**src/rtl/evm_tally_unit.sv**
```systemverilog
// Vote tally engine: poll lifecycle, vote accept/reject with reason codes,
// saturating per-candidate counters and a sequential winner scan.
module evm_tally_unit #(
  parameter int NUM_CANDIDATES = 3,
  parameter int NUM_VOTERS     = 5,
  parameter int CNT_W          = 4,
  parameter int CAND_W         = 2,
  parameter int VOTER_W        = 3
) (
  input  logic               clk,
  input  logic               rst,
  input  logic               open_poll,
  input  logic               close_poll,
  input  logic               vote_signal,
  input  logic [VOTER_W-1:0] voter_number,
  input  logic [CAND_W-1:0]  candidate_number,
  output logic               vote_accepted,
  output logic               vote_rejected,
  output logic [1:0]         reject_code,
  output logic [1:0]         poll_state,
  output logic [VOTER_W:0]   total_votes,
  output logic               overflow,
  output logic               result_valid,
  output logic [CAND_W-1:0]  winner_candidate,
  output logic [CNT_W-1:0]   out_vote,
  output logic               tie
);

  localparam logic [1:0] S_IDLE = 2'b00;
  localparam logic [1:0] S_OPEN = 2'b01;
  localparam logic [1:0] S_SCAN = 2'b10;
  localparam logic [1:0] S_DONE = 2'b11;
  localparam logic [CNT_W-1:0] CNT_MAX = '1;

  logic [1:0]            state_q, state_d;
  logic [CNT_W-1:0]      cnt_q [NUM_CANDIDATES];
  logic [CNT_W-1:0]      cnt_d [NUM_CANDIDATES];
  logic [NUM_VOTERS-1:0] voted_q, voted_d;
  logic [VOTER_W:0]      total_q, total_d;
  logic                  ovf_q, ovf_d;
  logic                  acc_q, acc_d;
  logic                  rej_q, rej_d;
  logic [1:0]            code_q, code_d;
  logic [CAND_W-1:0]     idx_q, idx_d;
  logic [CAND_W-1:0]     win_q, win_d;
  logic [CNT_W-1:0]      max_q, max_d;
  logic                  tie_q, tie_d;

  logic                  scan_last;
  logic                  already;
  logic                  bad_idx;
  logic [1:0]            code;
  logic [CNT_W-1:0]      sel_cnt;
  logic [CNT_W-1:0]      scan_cnt;

  assign scan_last = (idx_q == CAND_W'(NUM_CANDIDATES - 1));

  always_ff @(posedge clk) begin
    if (rst) begin
      state_q <= S_IDLE;
    end else begin
      state_q <= state_d;
    end
  end

  always_comb begin
    state_d = state_q;
    unique case (state_q)
      S_IDLE: if (open_poll) state_d = S_OPEN;
      S_OPEN: if (close_poll) state_d = S_SCAN;
      S_SCAN: if (scan_last) state_d = S_DONE;
      default: state_d = state_q;
    endcase
  end

  always_comb begin
    poll_state       = state_q;
    result_valid     = (state_q == S_DONE);
    winner_candidate = result_valid ? win_q : '0;
    out_vote         = result_valid ? max_q : '0;
    tie              = result_valid & tie_q;
    vote_accepted    = acc_q;
    vote_rejected    = rej_q;
    reject_code      = code_q;
    total_votes      = total_q;
    overflow         = ovf_q;
  end

  // Array lookups by loop so out-of-range indices never address storage
  always_comb begin
    already  = 1'b0;
    sel_cnt  = '0;
    scan_cnt = '0;
    for (int i = 0; i < NUM_VOTERS; i++) begin
      if (voter_number == VOTER_W'(i)) already = voted_q[i];
    end
    for (int i = 0; i < NUM_CANDIDATES; i++) begin
      if (candidate_number == CAND_W'(i)) sel_cnt = cnt_q[i];
      if (idx_q == CAND_W'(i)) scan_cnt = cnt_q[i];
    end
  end

  always_comb begin
    bad_idx = (32'(voter_number) >= 32'(NUM_VOTERS)) ||
              (32'(candidate_number) >= 32'(NUM_CANDIDATES));
    if (state_q != S_OPEN)  code = 2'b01;
    else if (bad_idx)       code = 2'b10;
    else if (already)       code = 2'b11;
    else                    code = 2'b00;
    acc_d  = vote_signal && (code == 2'b00);
    rej_d  = vote_signal && (code != 2'b00);
    code_d = vote_signal ? code : 2'b00;
  end

  always_comb begin
    voted_d = voted_q;
    for (int i = 0; i < NUM_CANDIDATES; i++) cnt_d[i] = cnt_q[i];
    for (int i = 0; i < NUM_VOTERS; i++) begin
      if (acc_d && voter_number == VOTER_W'(i)) voted_d[i] = 1'b1;
    end
    for (int i = 0; i < NUM_CANDIDATES; i++) begin
      if (acc_d && candidate_number == CAND_W'(i) &&
          cnt_q[i] != CNT_MAX) begin
        cnt_d[i] = cnt_q[i] + 1'b1;
      end
    end
    total_d = total_q + (VOTER_W+1)'(acc_d);
    ovf_d   = ovf_q | (acc_d && sel_cnt == CNT_MAX);
  end

  // Strictly-greater replacement keeps the lowest index on ties
  always_comb begin
    idx_d = idx_q;
    win_d = win_q;
    max_d = max_q;
    tie_d = tie_q;
    if (state_q == S_SCAN) begin
      idx_d = scan_last ? idx_q : idx_q + 1'b1;
      if (idx_q == '0) begin
        max_d = scan_cnt;
        win_d = '0;
        tie_d = 1'b0;
      end else if (scan_cnt > max_q) begin
        max_d = scan_cnt;
        win_d = idx_q;
        tie_d = 1'b0;
      end else if (scan_cnt == max_q) begin
        tie_d = 1'b1;
      end
    end
  end

  always_ff @(posedge clk) begin
    if (rst) begin
      cnt_q   <= '{default: '0};
      voted_q <= '0;
      total_q <= '0;
      ovf_q   <= 1'b0;
      acc_q   <= 1'b0;
      rej_q   <= 1'b0;
      code_q  <= 2'b00;
      idx_q   <= '0;
      win_q   <= '0;
      max_q   <= '0;
      tie_q   <= 1'b0;
    end else begin
      cnt_q   <= cnt_d;
      voted_q <= voted_d;
      total_q <= total_d;
      ovf_q   <= ovf_d;
      acc_q   <= acc_d;
      rej_q   <= rej_d;
      code_q  <= code_d;
      idx_q   <= idx_d;
      win_q   <= win_d;
      max_q   <= max_d;
      tie_q   <= tie_d;
    end
  end

endmodule

```
**config.mk**
```make
export PLATFORM = sky130hd
export DESIGN_NAME = evm_tally_unit
export DESIGN_NICKNAME = d
export VERILOG_FILES = /design/src/rtl/evm_tally_unit.sv
export SDC_FILE = /design/constraint.sdc
export NUM_CORES = 1
export LEC_CHECK = 0
export CAP_MARGIN = 10
export CORE_MARGIN = 1.5
export CORE_UTILIZATION = 43
export DETAILED_ROUTE_END_ITERATION = 6
export GPL_TIMING_DRIVEN = 0
export PLACE_DENSITY = 0.75
export SYNTH_ARGS = -nofsm -noshare
export SYNTH_HDL_FRONTEND = slang
export SYNTH_SLANG_ARGS = --single-unit
```
**constraint.sdc**
```tcl
create_clock -name clk -period 2.9 [get_ports clk]
set_clock_uncertainty 0.1 [all_clocks]
set_input_delay 0.29 -clock clk [delete_from_list [all_inputs] [get_ports clk]]
set_output_delay 0.29 -clock clk [all_outputs]
set_load 0.02 [all_outputs]
```
Yosys cells after proc, flatten, opt, wreduce, memory -nomap -nowiden
Cells that the tools add are included.

Register bits after elaboration: 37. Input port bits: 10. Output and inout bits: 19.

Add/subtract/negate cells: 5. $lt $le $gt $ge: 3. Equal/unequal tests: 20. Multiplexer cells: 27. Bitwise operators: 4. Reduce and logical (&&, ||, !) cells: 29.

Operators with widths (number): two-way mux 4 bit (9); two-way mux 2 bit (9); logical AND 1 bit (14); adder 4 x 1 -> 4 bit (second input constant) (3); != test 4 bit (second input constant) (3); equality test 2 bit (second input constant) (4); logical NOT 2 bit (4); two-way mux 1 bit (8); equality test 2 x 1 -> 1 bit (second input constant) (3); equality test 3 x 2 -> 1 bit (second input constant) (2); != test 2 bit (second input constant) (3); case mux 2 bit (3 select lines) (1); AND reduction 2 bit (3); nonzero test 3 bit (2); adder 4 x 1 -> 4 bit (1); equality test 4 bit (1); equality test 4 bit (second input constant) (1); greater-than comparator 4 bit (1); AND reduction 4 bit (1); nonzero test 2 bit (2); equality test 3 x 1 -> 1 bit (second input constant) (1); equality test 3 bit (second input constant) (1); >= comparator 3 bit (second input constant) (1); logical NOT 3 bit (1); other kinds (8) (9).

Logic depth before layout (Yosys ltp)
Gate-level depths: netlist (run 1).

Depth in word-level cells: 13. Gate-level depth with buffers: 9. Mapped depth without buffers: 9.

Least setup slack after synthesis (run 1)
No wires, ideal clock.

Path type: reg-to-reg. Start: reg idx_q[0]. End: reg max_q[1]. Library setup time: 88 ps. Arrival time: 2212 ps. Data required time: 2712 ps. Slack: 500 ps. Stages on the path, launching flop included: 10. Path buffers: 0. Clock period less this slack: 2400 ps. Cells stage by stage: dfxtp_1 -> inv_1 -> ha_1 -> nand3b_1 -> a31oi_1 -> ha_1 -> a21o_1 -> a2111oi_4 -> nor2_1 -> o31ai_1.

Word-level cells in the longest chain between the ends: 7.

Ends and longest elaborated chain: from (decl) (line 44) `logic [CAND_W-1:0] idx_q, idx_d;`; from (signal assigned) (line 174) `idx_q <= idx_d;`; logical NOT 2 bit (line 99) `if (idx_q == CAND_W'(i)) scan_cnt = cnt_q[i];`; two-way mux 4 bit (2 in series) (line 99); two-way mux 4 bit * (line 99); net scan_cnt[2] (line 54) `logic [CNT_W-1:0] scan_cnt;`; greater-than comparator 4 bit * (line 143) `end else if (scan_cnt > max_q) begin`; nonzero test 2 bit (no line) *; AND reduction 2 bit (no line) *; to (signal assigned) (line 176) `max_q <= max_d;`; to (decl) (line 46) `logic [CNT_W-1:0] max_q, max_d;`.

The timed path passes the listed nets; every way through them passes the cells marked *. The select of a mux whose other input is x is not followed. A chain may end at the register's enable or synchronous reset.

Worst setup path after layout (run 1)
Start: reg idx_q[0]. End: reg win_q[1].

Word-level cells in the longest chain between the ends: 7.

Ends and longest elaborated chain: logical NOT 2 bit (line 99); two-way mux 4 bit (2 in series) (line 99); two-way mux 4 bit * (line 99); net scan_cnt[3] (line 54); greater-than comparator 4 bit * (line 143); nonzero test 2 bit (no line) *; AND reduction 2 bit (no line) *; to (signal assigned) (line 175) `win_q <= win_d;`; to (decl) (line 45) `logic [CAND_W-1:0] win_q, win_d;`.

The timed path passes the listed nets; every way through them passes the cells marked *.

==> run metrics, run 1 <==
post-route minimum period 2.68 ns; critical path class reg2reg; Total Power 1.29 mW; Synth Area in XOR/XNOR 0.0126; Clock Path Buffers 2; final wirelength 4330 um; hold path startpoint voter_number[0]; DP Wirelength 3210 um; Final setup viols 0; register share of total power 0.448; num ports 29; Simple-Gate Fraction of Synth Area 0.241; Cell Area, Placed 2410 um2; largest net degree at the start of global routing 12; relative slew slack 0.633; CP cell instances inv_1 -> ha_1 -> nand3b_1 -> a31oi_1 -> ha_1 -> and4b_1 -> a2111oi_4 -> buf_4 -> or4_1 -> a21oi_1; crit-path max FO 8; number of flops mapped to enable cells by yosys 0; RR Startpoint idx_q[0]; mux contribution to synthesized area 0.0193; P_leak 0.900 nW; #FFs+latches synth 37; via count 1,777; Sw Pwr 0.425 mW; sequential fraction of the synthesis area 0.356; critical path arrival 2.80 ns; Iteration-0 DRC Markers 41; Synth Area in Adders 0.108; TritonCTS Buffers 5; Layout Cells excl Fill 322; Final Max Slew Viols 0; Max Freq 373 MHz; Synth area leader dfxtp_1; area grow syn2layout 20.5%; nets 295; core area 4690 um2; Ant. Diodes 0; CP Launch Point idx_q[0]; Starting Density 0.443; initial antenna violation count 0; most common cell in the netlist dfxtp_1; Clk Tree Root Cell clkbuf_8; FP Rows 25; DRC Markers 0; global-route wire length before repair 7320 um; Yosys top cell area share 0.356; most common flop cell mapped by yosys dfxtp_1; antenna viol nets, final 0; layout cells sized above 1 0.0746; crit start category register; CTS sink cnt 37; Int Power 0.863 mW; Die X 72.5 um; maxcap violations 0; vias in the first global route 1,604; period utilization 0.925; placed insts 312; Min-Delay Path Class in2reg; Die Ht 72.5 um; Slowest-stage cell, CP or4_1; IO buf count 26; hold path depth 2; clk_lat worst skew 0.29 ns; clock slew at reported path FFs 0.07 ns; Final GP Congestion 0.811; register-to-register path setup slack 0.22 ns; reg2reg end win_q[1]; pwr dens 514 nW/um2; CP Data Required Time 3.02 ns; RSZ-0062 raised after global routing false; status complete, no violations; Reg2Reg Depth 10; Critical Path Max Stage Delay 0.46 ns; Min-Delay Endpoint voted_q[0]; cell count after synthesis 232; ys async rst share 0; Hold Vio Cnt, Final 0; Avg WL per Cell 13.5 um; Avg Inst Size Synth 8.96 um2; hold_ws 0.163 ns; Commonest cells post-synth 37 x dfxtp_1, 22 x inv_1, 20 x a21oi_1, 18 x ha_1, 11 x nor2_1; switching share of power 0.330; Vias/cell 5.52; Synth Area in Compound Gates 0.202; Syn. warnings 0; pin slew with the least headroom to its limit 0.550 ns; post-synth cell types 41; Clock Power Share 0.268; largest family of logic cells by synthesized area simple AND/OR/NAND/NOR gates; CTS tree yes; GRT Overall Usage 0.174; fin area 2500 um2; die area 5260 um2; CP dominant cell by count ha_1; Post-Syn Nets 260; Setup crit end kind register; drt pass-1 iters 4; grt total ovfl 0; H-tree depth 2; cell area after synthesis 2080 um2; Area contributors post-synth dfxtp_1 36%, ha_1 11%, a21oi_1 4.8%, inv_1 4.0%, o31ai_1 3.6%; Gate power share 0.284; Max VDD drop 0.283 mV
sequential cells by signal, summed over array words and instances, names as in the netlist:
register,count
total_votes,4
vote_rejected,1
cnt_q,12
voted_q,5
reject_code,2
tie_q,1
win_q,2
vote_accepted,1
poll_state,2
idx_q,2
max_q,4
overflow,1
critical path: cells and delay by family (launching register included):
kind	cells	cell delay, ns
flops	1	0.34
simple gates	3	0.83
compound gates	3	0.47
buf+inv	2	0.27
fa+ha+maj	2	0.60
per-stage QoR:
stage | setup slack (ns) | util | TNS, ns
floorplan | 0.500 | - | 0
detailed placement | -0.0428 | 0.513 | -0.0658
finish | 0.218 | 0.534 | 0
CTS | 0.0793 | 0.531 | 0
global route | 0.00108 | 0.534 | 0
global placement | -0.00673 | 0.513 | -0.0130
power groups by stage:
stage / Sequential [mW] / Combinational (mW) / Clock, mW
final: 0.577 / 0.366 / 0.346
after global routing: 0.583 / 0.408 / 0.372
after floorplan: 0.606 / 0.227 / 0
after global placement: 0.587 / 0.355 / 0
after detailed placement: 0.588 / 0.363 / 0
after CTS: 0.577 / 0.365 / 0.354
worst max path at each step:
stage / end / slack [ns] / cells after the start
floorplan: max_q[1] / 0.50 / 9
global placement: total_votes[2] / -0.007 / 9
detailed placement: total_votes[2] / -0.04 / 9
CTS: max_q[3] / 0.08 / 9
global route: max_q[2] / 0.001 / 9
finish: win_q[1] / 0.22 / 10
area by class of cell:
type | count | area [um2]
Buffer | 8 | 38.8
Inverter | 23 | 86.3
Sequential cell | 37 | 741
Multi-Input combinational cell | 164 | 1210
Fill cell | 454 | 2190
Tap cell | 54 | 67.6
Clock buffer | 6 | 72.6
Timing Repair Buffer | 28 | 275
Clock inverter | 2 | 10.0
cell families (layout without fill, tap and decap cells):
| family | after synthesis | in the layout |
|---|---|---|
| xor+xnor | 3 | 3 |
| buf+inv | 31 | 67 |
| flops | 37 | 37 |
| compound gates | 57 | 57 |
| simple gates | 82 | 82 |
| fa+ha+maj | 18 | 18 |
| mux | 4 | 4 |
what timing repair did:
item | in CTS | in global routing
gates resized for setup | 0 | 0
setup buffers | 0 | 2
endpoints found under the setup margin | 0 | 7
hold endpoints to repair | 0 | 0
hold buffers | 0 | 0
metal layers:
| metal | track usage | vias up | part of all wire |
|---|---|---|---|
| li1 | - | 921 | - |
| met1 | 0.232 | 811 | 0.51 |
| met2 | 0.283 | 39 | 0.44 |
| met3 | 0.0375 | 6 | 0.034 |
| met4 | 0.0461 | 0 | 0.012 |
| met5 | 0 | - | 0 |
placed cells by master, fill, tap and decap left out, types with 2 or more instances in the layout:
cell type / n
a21oi_1: 20
a31oi_1: 4
and2_1: 8
and3b_1: 2
and4b_1: 2
buf_4: 2
clkbuf_1: 7
clkbuf_8: 5
clkdlybuf4s50_1: 26
clkinv_2: 2
dfxtp_1: 37
ha_1: 18
inv_1: 22
mux2i_1: 4
nand2_1: 8
nand2b_1: 2
nand3_1: 8
nand3b_1: 3
nand4_1: 5
nor2_1: 11
nor2b_1: 7
nor3_1: 4
o21ai_0: 8
o21ai_1: 2
o2bb2ai_1: 2
o31ai_1: 10
o32ai_2: 4
or3_1: 7
or4_1: 9
or4bb_1: 3
xnor2_1: 2
No activity file was read; power rests on OpenSTA's default activity.
==> run 2, diff against run 1 <==
--- a/config.mk
+++ b/config.mk
@@ -9,6 +9,7 @@
 export CORE_MARGIN = 1.5
 export CORE_UTILIZATION = 43
 export DETAILED_ROUTE_END_ITERATION = 6
+export GPL_ROUTABILITY_DRIVEN = 0
 export GPL_TIMING_DRIVEN = 0
 export PLACE_DENSITY = 0.75
 export SYNTH_ARGS = -nofsm -noshare
==> constraint.sdc (replaced) <==
create_clock -name clk -period 2.9 [get_ports clk]
set_clock_uncertainty 0.1 [all_clocks]
set_input_delay 0.58 -clock clk [delete_from_list [all_inputs] [get_ports clk]]
set_output_delay 0.58 -clock clk [all_outputs]
set_load 0.02 [all_outputs]
==> run 2 against run 1 <==
  * Flip-flop and latch count stayed put
  * Critical endpoint is now total_votes[2]
  * Highest routed layer unchanged
  * Setup slack lost 0.11 ns
  * Sequential power about the same
  * Critical path depth decreased by 1
  * First-iteration DRC count is 2.4% lower
  * Final area about the same
  * Largest power group unchanged
  * Non-clock buffer count did not move
  * Combinational power about the same
  * Fmax is 3.8% lower
  * Global-route usage hardly changed
  * Clock-buffer cell count unchanged
==> run metrics, run 2 (synthesis results as in run 1) <==
DRC Markers 0; Vias/cell 5.55; core area 4690 um2; Starting Density 0.443; relative slew slack 0.633; vias in the first global route 1,604; fin area 2510 um2; post-route minimum period 2.79 ns; GRT Overall Usage 0.173; CP Data Required Time 2.96 ns; largest registers cnt_q: 12 flops, voted_q: 5 flops; crit-path max FO 10; CTS tree yes; pin slew with the least headroom to its limit 0.550 ns; TritonCTS Buffers 5; # fillers 453; Top reg by flops cnt_q; nets 295; num ports 29; Clock Path Buffers 2; DP Wirelength 3210 um; Cell Area, Placed 2410 um2; maxcap violations 0; Ant. Diodes 0; clk_lat worst skew 0.28 ns; Min-Delay Path Class reg2reg; die area 5260 um2; CTS sink cnt 37; FP Rows 25; Max Freq 359 MHz; RSZ-0062 raised after global routing false; Avg WL per Cell 13.5 um; Clk Tree Root Cell clkbuf_8; leading cell type in the layout, fill and taps excluded dfxtp_1; area grow syn2layout 20.5%; Total Power 1.29 mW; antenna viol nets, final 0; Max VDD drop 0.283 mV; Hold Vio Cnt, Final 0; pwr dens 514 nW/um2; Die X 72.5 um; critical path arrival 2.85 ns; final wirelength 4340 um; P_leak 0.903 nW; max reg flops 12; IO buf count 26; global-route wire length before repair 7310 um; FF/Latch Area 741 um2; H-tree depth 2; Final setup viols 0; clock slew at reported path FFs 0.07 ns; Final Max Slew Viols 0; drt pass-1 iters 4; crit start category input port; Die Ht 72.5 um; Iteration-0 DRC Markers 40; status complete, no violations; via count 1,788; grt total ovfl 0; Setup crit end kind register; initial antenna violation count 0; largest net degree at the start of global routing 12; layout cells sized above 1 0.0784; most frequent cells in the layout 37 x dfxtp_1, 26 x clkdlybuf4s50_1, 22 x inv_1; period utilization 0.962; Multi-input gate area 1210 um2; critical path class in2reg
run 2: cell counts in the layout (fill, tap and decap cells not counted):
Identical to the previous run, type by type.
run 2: final cells by class:
type / instances / area share
flip-flops and latches: 37 / 0.296
well taps: 54 / 0.0270
clock buffers: 6 / 0.0290
clock inverters: 2 / 0.00399
repair buffers: 28 / 0.110
plain buffers: 8 / 0.0160
multi-input cells: 164 / 0.484
inverters: 23 / 0.0344
run 2: worst paths after layout:
check	from	to	slack [ns]	cells after the start
setup reg to reg	idx_q[0]	win_q[1]	0.22	10
hold / removal	voted_q[4]	voted_q[4]	0.37	1
setup / recovery	voter_number[1]	total_votes[2]	0.11	9
hold reg to reg	voted_q[4]	voted_q[4]	0.37	1
run 2: what timing repair did:
item | 4_1_cts | 5_1_grt
pin swaps | 0 | 1
gates resized for setup | 1 | 0
setup buffers | 0 | 2
endpoints found under the setup margin | 2 | 7
hold buffers | 0 | 0
run 2: critical path, stage by stage:
cell	delay (ns)
clkdlybuf4s50_1	0.48
or2_1	0.32
o221ai_2	0.41
clkbuf_2	0.32
nor3_1	0.13
ha_1	0.22
ha_1	0.19
xnor2_1	0.15
nor2_1	0.05
run 2: power breakdown:
group	internal (mW)	switching [mW]	total, mW
logic	0.155	0.210	0.366
clock network	0.167	0.178	0.345
registers	0.542	0.0355	0.577
total	0.863	0.424	1.29
run 2: per-layer routing:
layer,share of wire,global-route usage
met5,0,0
met4,0.012,0.0461
met3,0.035,0.0375
met2,0.44,0.283
met1,0.51,0.231
run 2: per-stage QoR:
stage | setup WS, ns | hold slack, ns | util | instances | TNS [ns]
finish | 0.111 | 0.366 | 0.534 | 322 | 0
global placement | -0.297 | 0.350 | 0.513 | 312 | -0.899
CTS | 0.0793 | 0.373 | 0.531 | 320 | 0
floorplan | 0.500 | 0.333 | - | 232 | 0
detailed placement | -0.333 | 0.355 | 0.513 | 312 | -0.975
global route | 0.00108 | 0.380 | 0.534 | 322 | 0
==> run 3, diff against run 2 <==
--- a/config.mk
+++ b/config.mk
@@ -8,6 +8,7 @@
 export CAP_MARGIN = 10
 export CORE_MARGIN = 1.5
 export CORE_UTILIZATION = 43
+export CTS_CLUSTER_SIZE = 16
 export DETAILED_ROUTE_END_ITERATION = 6
 export GPL_ROUTABILITY_DRIVEN = 0
 export GPL_TIMING_DRIVEN = 0
==> results of run 3 <==
Final layout, timing and power as in run 2 (identical DEF).
